## config.mk

```make
export PLATFORM = sky130hd
export DESIGN_NAME = bus_irq_arb
export DESIGN_NICKNAME = d
export VERILOG_FILES = /design/src/rtl/bus_irq_arb.sv
export SDC_FILE = /design/constraint.sdc
export NUM_CORES = 1
export LEC_CHECK = 0
export CAP_MARGIN = 20
export CORE_UTILIZATION = 46
export CTS_BUF_LIST = sky130_fd_sc_hd__clkbuf_16
export CTS_CLUSTER_DIAMETER = 50
export DETAILED_ROUTE_END_ITERATION = 8
export GPL_TIMING_DRIVEN = 0
export PLACE_DENSITY = 0.91
export SLEW_MARGIN = 20
export SYNTH_ARGS = -nofsm -noshare
export SYNTH_HDL_FRONTEND = slang
export SYNTH_SLANG_ARGS = --single-unit
export TNS_END_PERCENT = 10
```

## constraint.sdc

```tcl
create_clock -name bus_clk -period 4.8 [get_ports bus_clk]
set_input_delay 1.2 -clock bus_clk [delete_from_list [all_inputs] [get_ports bus_clk]]
set_output_delay 1.2 -clock bus_clk [all_outputs]
set_load 0.005 [all_outputs]
```

## src/rtl/bus_irq_arb.sv

```systemverilog
// bus_irq_arb
//   Round-robin interrupt arbiter and vector controller. Level requests are
//   masked, sampled into a pending register and one winner is granted to the
//   CPU. The CPU claims the winner by reading VECTOR and retires it by
//   writing its id to EOI. After EOI, arbitration pauses for HOLDOFF cycles
//   so the source has time to clear its request line.
//
//   Registers (byte offsets from ADDR):
//     +0  VECTOR  RO  GRANT: {1,0..,id}  SERVICE: {0,1,0..,id}  IDLE: 0
//     +4  EOI     WO  write the in-service id to complete it (reads 0)
//     +8  MASK    RW  per-source enable, bits >= NSRC read 0
//
// Ports
//   bus_clk      clock
//   bus_reset_l  asynchronous active-low reset
//   bus_in       {clk, reset_l, addr[31:0], re, we, wr_data[31:0]}
//                (the clk/reset_l fields are not used)
//   bus_out      {rd_data[31:0], rd_ack, wr_ack, irq}
//   irq_in       level interrupt requests, synchronous to bus_clk
//   cpu_irq      registered interrupt request to the CPU
//   cur_id       granted / in-service source id (debug)
module bus_irq_arb #(
  parameter logic [31:0] ADDR    = 32'h0000_0000,
  parameter int          NSRC    = 8,
  parameter int          HOLDOFF = 4,
  localparam int IDW           = (NSRC > 1) ? $clog2(NSRC) : 1,
  localparam int BUS_IN_WIDTH  = 68,
  localparam int BUS_OUT_WIDTH = 35
) (
  input  logic                     bus_clk,
  input  logic                     bus_reset_l,
  input  logic [BUS_IN_WIDTH-1:0]  bus_in,
  output logic [BUS_OUT_WIDTH-1:0] bus_out,
  input  logic [NSRC-1:0]          irq_in,
  output logic                     cpu_irq,
  output logic [IDW-1:0]           cur_id
);

  typedef enum logic [1:0] {IDLE, GRANT, SERVICE} state_t;

  state_t          state;
  logic [NSRC-1:0] mask;
  logic [NSRC-1:0] pend;
  logic [IDW-1:0]  last;
  logic [3:0]      count;
  logic [31:0]     rd_data;
  logic            rd_ack;
  logic            wr_ack;

  logic [31:0] bus_addr;
  logic        bus_re;
  logic        bus_we;
  logic [31:0] bus_wdata;
  logic        hit_vec;
  logic        hit_eoi;
  logic        hit_mask;
  logic        any_hit;
  logic [31:0] rd_mux;
  logic [IDW-1:0] winner;
  int          scan_pos;
  logic        unused_bits;

  assign bus_addr  = bus_in[65:34];
  assign bus_re    = bus_in[33];
  assign bus_we    = bus_in[32];
  assign bus_wdata = bus_in[31:0];

  // Clock/reset fields of bus_in, byte-lane address bits and high write-data
  // bits carry nothing this block needs.
  assign unused_bits = ^bus_in;

  // Word-address decode; addr[1:0] is ignored, the fourth word is not ours.
  assign hit_vec  = (bus_addr[31:2] == ADDR[31:2]);
  assign hit_eoi  = (bus_addr[31:2] == ADDR[31:2] + 30'd1);
  assign hit_mask = (bus_addr[31:2] == ADDR[31:2] + 30'd2);
  assign any_hit  = hit_vec | hit_eoi | hit_mask;

  always_comb begin
    rd_mux = 32'd0;
    if (hit_vec) begin
      if (state == GRANT)        rd_mux = 32'h8000_0000 | 32'(cur_id);
      else if (state == SERVICE) rd_mux = 32'h4000_0000 | 32'(cur_id);
    end else if (hit_mask) begin
      rd_mux = 32'(mask);
    end
  end

  // Round robin: scan last+1, last+2, ... wrapping. The loop runs from the
  // farthest position down so the nearest set bit overwrites earlier finds;
  // i==NSRC lands on last itself, the lowest priority.
  always_comb begin
    winner   = last;
    scan_pos = 0;
    for (int i = NSRC; i >= 1; i--) begin
      scan_pos = int'(last) + i;
      if (scan_pos >= NSRC) scan_pos = scan_pos - NSRC;
      if (pend[scan_pos[IDW-1:0]]) winner = scan_pos[IDW-1:0];
    end
  end

  always_ff @(posedge bus_clk or negedge bus_reset_l) begin
    if (!bus_reset_l) begin
      state   <= IDLE;
      cpu_irq <= 1'b0;
      cur_id  <= '0;
      mask    <= '1;
      last    <= IDW'(NSRC - 1);
      pend    <= '0;
      count   <= 4'd0;
      rd_data <= 32'd0;
      rd_ack  <= 1'b0;
      wr_ack  <= 1'b0;
    end else begin
      pend    <= irq_in & mask;
      rd_ack  <= bus_re & any_hit;
      wr_ack  <= bus_we & any_hit;
      rd_data <= (bus_re && any_hit) ? rd_mux : 32'd0;
      if (bus_we && hit_mask) mask <= bus_wdata[NSRC-1:0];

      case (state)
        IDLE: begin
          if (count != 4'd0) begin
            count <= count - 4'd1;
          end else if (|pend) begin
            cur_id  <= winner;
            cpu_irq <= 1'b1;
            state   <= GRANT;
          end
        end
        GRANT: begin
          // A claim in the same cycle as a withdrawal takes precedence.
          if (bus_re && hit_vec) begin
            cpu_irq <= 1'b0;
            state   <= SERVICE;
          end else if (!pend[cur_id]) begin
            cpu_irq <= 1'b0;
            state   <= IDLE;
          end
        end
        SERVICE: begin
          if (bus_we && hit_eoi && (bus_wdata[IDW-1:0] == cur_id)) begin
            last  <= cur_id;
            count <= 4'(HOLDOFF);
            state <= IDLE;
          end
        end
        default: begin
          cpu_irq <= 1'b0;
          state   <= IDLE;
        end
      endcase
    end
  end

  assign bus_out = {rd_data, rd_ack, wr_ack, cpu_irq};

endmodule
```

# Yosys cells after proc, flatten, opt, wreduce, memory -nomap -nowiden

Index checks and enable logic that the tools add are counted.

Reductions and logical operators: 15
Multiplexer cells: 53
Order comparisons: 17
Bitwise logic cells: 7
$add $sub $neg: 17
Equal/unequal tests: 10

Operators by type and width:

| kind                                                                    | number |
|---|---|
| 32-bit two-way mux                                                      | 3 |
| 3-bit two-way mux                                                       | 16 |
| 3-bit by 4-bit < comparator with 1-bit output (second input constant)   | 9 |
| 31-bit two-way mux                                                      | 1 |
| 30-bit by 1-bit equality test with 1-bit output (second input constant) | 1 |
| 30-bit by 2-bit equality test with 1-bit output (second input constant) | 1 |
| 30-bit logical NOT                                                      | 1 |
| 4-bit >= comparator (second input constant)                             | 7 |
| 1-bit binary-select mux with 3-bit select                               | 9 |
| 3-bit by 1-bit subtractor with 3-bit output (second input constant)     | 8 |
| 3-bit by 3-bit adder with 4-bit output (second input constant)          | 4 |
| 1-bit two-way mux                                                       | 13 |
| 2-bit two-way mux                                                       | 5 |
| 3-bit by 2-bit adder with 4-bit output (second input constant)          | 2 |
| 8-bit bitwise AND                                                       | 1 |
| 4-bit two-way mux                                                       | 2 |
| 8-bit two-way mux                                                       | 1 |
| 4-bit one-hot mux with 2 select lines                                   | 1 |
| 4-bit AND reduction                                                     | 2 |
| 8-bit OR reduction                                                      | 1 |
| 2-bit inequality test (second input constant)                           | 3 |
| 2-bit one-hot mux with 3 select lines                                   | 1 |
| 3-bit AND reduction                                                     | 2 |
| 3-bit by 4-bit adder with 5-bit output (second input constant)          | 1 |
| 17 further kinds                                                        | 24 |

Logic and storage cells: 129
Output and inout port bits: 39
Input bits: 78
Register bits after elaboration: 63

# Logic depth before layout (Yosys ltp)

Depth after elaboration: 13
Gate-level depth with buffers: 11
Depth with buffers taken out: 8

# Least setup slack after synthesis

Ideal clock, no wire load.

Path type: input to register
Start: input bus_in[54]
End: register mask[0]
Buffers on the path: 1
Setup time: 0.082 ns
Slack: 2.010 ns
Data required time: 4.718 ns
Data arrival time: 2.708 ns
Cell stages on the path: 6
Path through: nor4_1 > nand4_1 > nor4b_4 > and2_1 > buf_2 > mux2_2

Longest elaborated chain between the ends: 2

Ends and longest elaborated chain:

| element                                         | RTL line | text |
|---|---|---|
| from (decl)                                     | 32       | `input logic [BUS_IN_WIDTH-1:0] bus_in,` |
| 30-bit by 2-bit equality test with 1-bit output | 75       | `assign hit_mask = (bus_addr[31:2] == ADDR[31:2] + 30'd2);` |
| 1-bit logical AND                               | 118      | `if (bus_we && hit_mask) mask <= bus_wdata[NSRC-1:0];` |
| to (signal assigned)                            | 118      |  |
| to (decl)                                       | 42       | `logic [NSRC-1:0] mask;` |

Every way passes these cells.
A chain may end at the register's enable or synchronous reset.

# Worst setup path in the final report

Start: input bus_in[45]
End: register mask[6]

The elaborated chain is that of the path after synthesis.

==> impl_metrics.env <==
export IMPL_syn_to_final_growth_pct=37.2
export IMPL_grt_pass1_wl_microns=10800
export IMPL_postCtsSetupRepairBufs=0
export IMPL_post_cts_resized=0
export IMPL_gp_routability_congestion=0.904
export IMPL_critPathKind="input pin to flop"
export IMPL_wl_microns=6440
export IMPL_grt_pass1_vias=2266
export IMPL_hold_viol=0
export IMPL_worst_ir_drop_vdd_mv=0.308
export IMPL_clk_path_buf_depth=2
export IMPL_period_needed_ns=3.21
export IMPL_synth_edf_count=0
export IMPL_crit_slowest_cell="nor4b_4"
export IMPL_static_leakage_power_nw=1.64
export IMPL_drv_slew=0
export IMPL_nets=426
export IMPL_fillers=459
export IMPL_crit_fanout=9
export IMPL_overflow=0
export IMPL_dieArea_sq_mm=0.00622
export IMPL_hp_class="flop to flop"
export IMPL_status="finished, final reports clean"
export IMPL_whs_path_depth=1
export IMPL_antenna_found_initial=0
export IMPL_place_inst=410
export IMPL_dr_wl_met3_microns=280
export IMPL_rsz0062_at_grt="no"
export IMPL_numPortBuffers=66
export IMPL_cts_tree="yes"
export IMPL_synth_distinct_cells=52
export IMPL_synthCells=250
export IMPL_io_pins=117
export IMPL_drt_iter0_drc=94
export IMPL_holdBufCountCts=0
export IMPL_final_cells=418
export IMPL_dp_hpwl_microns=5050
export IMPL_hold_end="pend[6]"
export IMPL_die_w_microns=78.9
export IMPL_crit_family="simple AND/OR/NAND/NOR gates"
export IMPL_synth_seq_cells=41
export IMPL_vias_per_cell=5.25
export IMPL_r2r_end="cur_id[0]"
export IMPL_top_layer_used="met4"
export IMPL_startpoint_type="input pin"
export IMPL_clock_skew_ns=0.00676
export IMPL_synth_ff_type="dfrtp_1"
export IMPL_r2r_slack_ns=1.88
export IMPL_timing_final_crit_share_pct=66.9
export IMPL_clk_latency_ns=0.28
export IMPL_timing_fmax_mhz=311
export IMPL_core_sq_mm=0.00561
export IMPL_vias=2193
export IMPL_reg2reg_from="last[1]"
export IMPL_worst_r2r_cell_count=9
export IMPL_yosysSeqAreaShare_pct=38.3
export IMPL_powerDensity_mw_per_mm2=218
export IMPL_die_h_microns=78.9
export IMPL_ant_nets=0
export IMPL_fin_tns_setup_ns=0
export IMPL_arrival_ns=3.42
export IMPL_insertedDiodeCount=0
export IMPL_h_tree_depth=2
export IMPL_cpPeakStageDelay_ns=0.55
export IMPL_remaining_drc_errors=0
export IMPL_num_rows=27
export IMPL_crit_path_cell_trace="clkdlybuf4s50_1 -> nor4_1 -> nand4_1 -> nor4b_4 -> and2_1 -> buf_2 -> mux2_2"
export IMPL_cts_buffers=5
export IMPL_start_util_pct=48.5
export IMPL_hp_start="mask[6]"
export IMPL_ys_warn_count=0
export IMPL_setup_viol=0
export IMPL_met2WireLength_microns=3420
export IMPL_wl_met1_microns=2600
export IMPL_drive_above_1_share_pct=23.7
export IMPL_drv_cap=0
export IMPL_track_usage_pct=22.5
export IMPL_tightest_slew_ns=0.523
export IMPL_cts_root_buffer="clkbuf_16"
export IMPL_crit_path_end_kind="flop"
export IMPL_firstDrtPassIters=4
export IMPL_cts_sinks=41
export IMPL_synthArstFlopShare_pct=100
export IMPL_slew_headroom_pct=65.0
export IMPL_worstPathRequired_ns=5.01
export IMPL_synth_area_sq_mm=0.00272
export IMPL_clkTransAtPathRegs_ns=0.05
export IMPL_routedWlPerCell_microns=15.4
export IMPL_critPathBufInv=2
export IMPL_syn_area_per_cell_sq_um=10.9
export IMPL_grt_max_degree=31
[sequential cells by signal, indices dropped and copies added (netlist names)]
register,count
cpu_irq,1
rd_ack,1
state,2
count,4
pend,8
mask,8
rd_data,10
last,3
wr_ack,1
cur_id,3
[routing by layer]
metal | global-route usage (%) | vias to the layer above
met3 | 4.60 | 12
met4 | 6.73 | 0
met1 | 26.8 | 1065
met2 | 40.8 | 61
li1 | - | 1055
met5 | 0 | -
[final cells by class]
type	count	area (sq um)	share of cell area (%)
Buffer	33	255	6.85
Clock buffer	5	125	3.36
Clock inverter	3	41.3	1.11
Inverter	12	45.0	1.21
Multi-Input combinational cell	185	1460	39.1
Sequential cell	41	1040	27.9
Tap cell	72	90.1	2.42
Timing Repair Buffer	67	676	18.1
[cell usage in the layout (no fill, tap or decap), types with 11 or more instances in the layout]
cell type	netlist	routed
conb_1	1	22
mux2_2	14	14
nand2_1	16	16
nor2_1	13	13
dfrtp_1	30	30
inv_1	12	12
clkdlybuf4s50_1	0	65
dfstp_2	11	11
a21oi_1	11	11
buf_4	25	25
[how the worst max path moves through the flow]
stage,start,end,slack (ns),depth (start not counted)
finish,bus_in[45],mask[6],1.59,7
global route,bus_in[45],mask[4],1.45,7
CTS,bus_in[45],mask[6],1.58,7
detailed placement,bus_in[60],last[2],1.32,8
global placement,bus_in[45],mask[6],1.33,7
floorplan,bus_in[54],mask[0],2.01,6
[synthesized netlist by cell type (2+ instances only)]
library cell	count	area share [%]
a211o_1	3	0.97
a21oi_1	11	2.0
a22oi_1	6	1.7
and2_1	10	2.3
and3_1	7	1.6
buf_2	3	0.55
buf_4	25	6.9
clkbuf_1	2	0.28
dfrtp_1	30	28
dfstp_2	11	11
ha_1	3	1.4
inv_1	12	1.7
mux2_2	14	5.8
mux2i_1	8	2.9
mux4_1	4	3.9
mux4_2	8	6.6
nand2_1	16	2.2
nand2b_1	4	0.92
nand3_1	4	0.74
nand4_1	2	0.46
nor2_1	13	1.8
nor2b_1	3	0.69
nor3_1	3	0.55
nor4_1	10	2.3
o21ai_0	4	0.74
o22ai_1	3	0.69
xnor2_1	4	1.3
xor2_1	3	0.97
[worst register-to-register path, stage by stage (launching register included)]
cell	delay [ns]
dfstp_2	0.60
buf_2	0.26
inv_1	0.13
ha_1	0.26
xnor2_1	0.42
mux4_2	0.42
nand2b_1	0.18
a211o_1	0.30
nand4_1	0.12
o211ai_2	0.09
[kinds of logic (layout without fill, tap and decap cells)]
logic type,after synthesis,after routing,synth area share [%]
other,1,22,0.138
AOI/OAI and AO/OA,37,37,9.30
adders and majority gates,3,3,1.38
muxes,36,36,20.6
buffers and inverters,45,120,11.0
xor gates and xnor gates,8,8,2.85
DFF,41,41,38.3
and+or+nand+nor,79,79,16.4
[per-stage QoR]
step	setup WS (ns)	area (sq um)	util [%]	power [W]	hold WS, ns
floorplan	2.01	2800	-	0.000389	0.463
CTS	1.58	3730	66.5	0.000815	0.537
global route	1.45	3730	66.5	0.000839	0.542
finish	1.59	3730	66.5	0.000812	0.538
global placement	1.33	3550	63.3	0.000438	0.489
detailed placement	1.32	3560	63.5	0.000443	0.498
[report_power, final]
group / switching (W) / total (W) / internal (W)
combinational: 0.0000305 / 0.0000860 / 0.0000555
clock: 0.000132 / 0.000375 / 0.000243
sequential: 0.00000204 / 0.000351 / 0.000349
total: 0.000165 / 0.000812 / 0.000648
(Power assumes the default switching activity.)
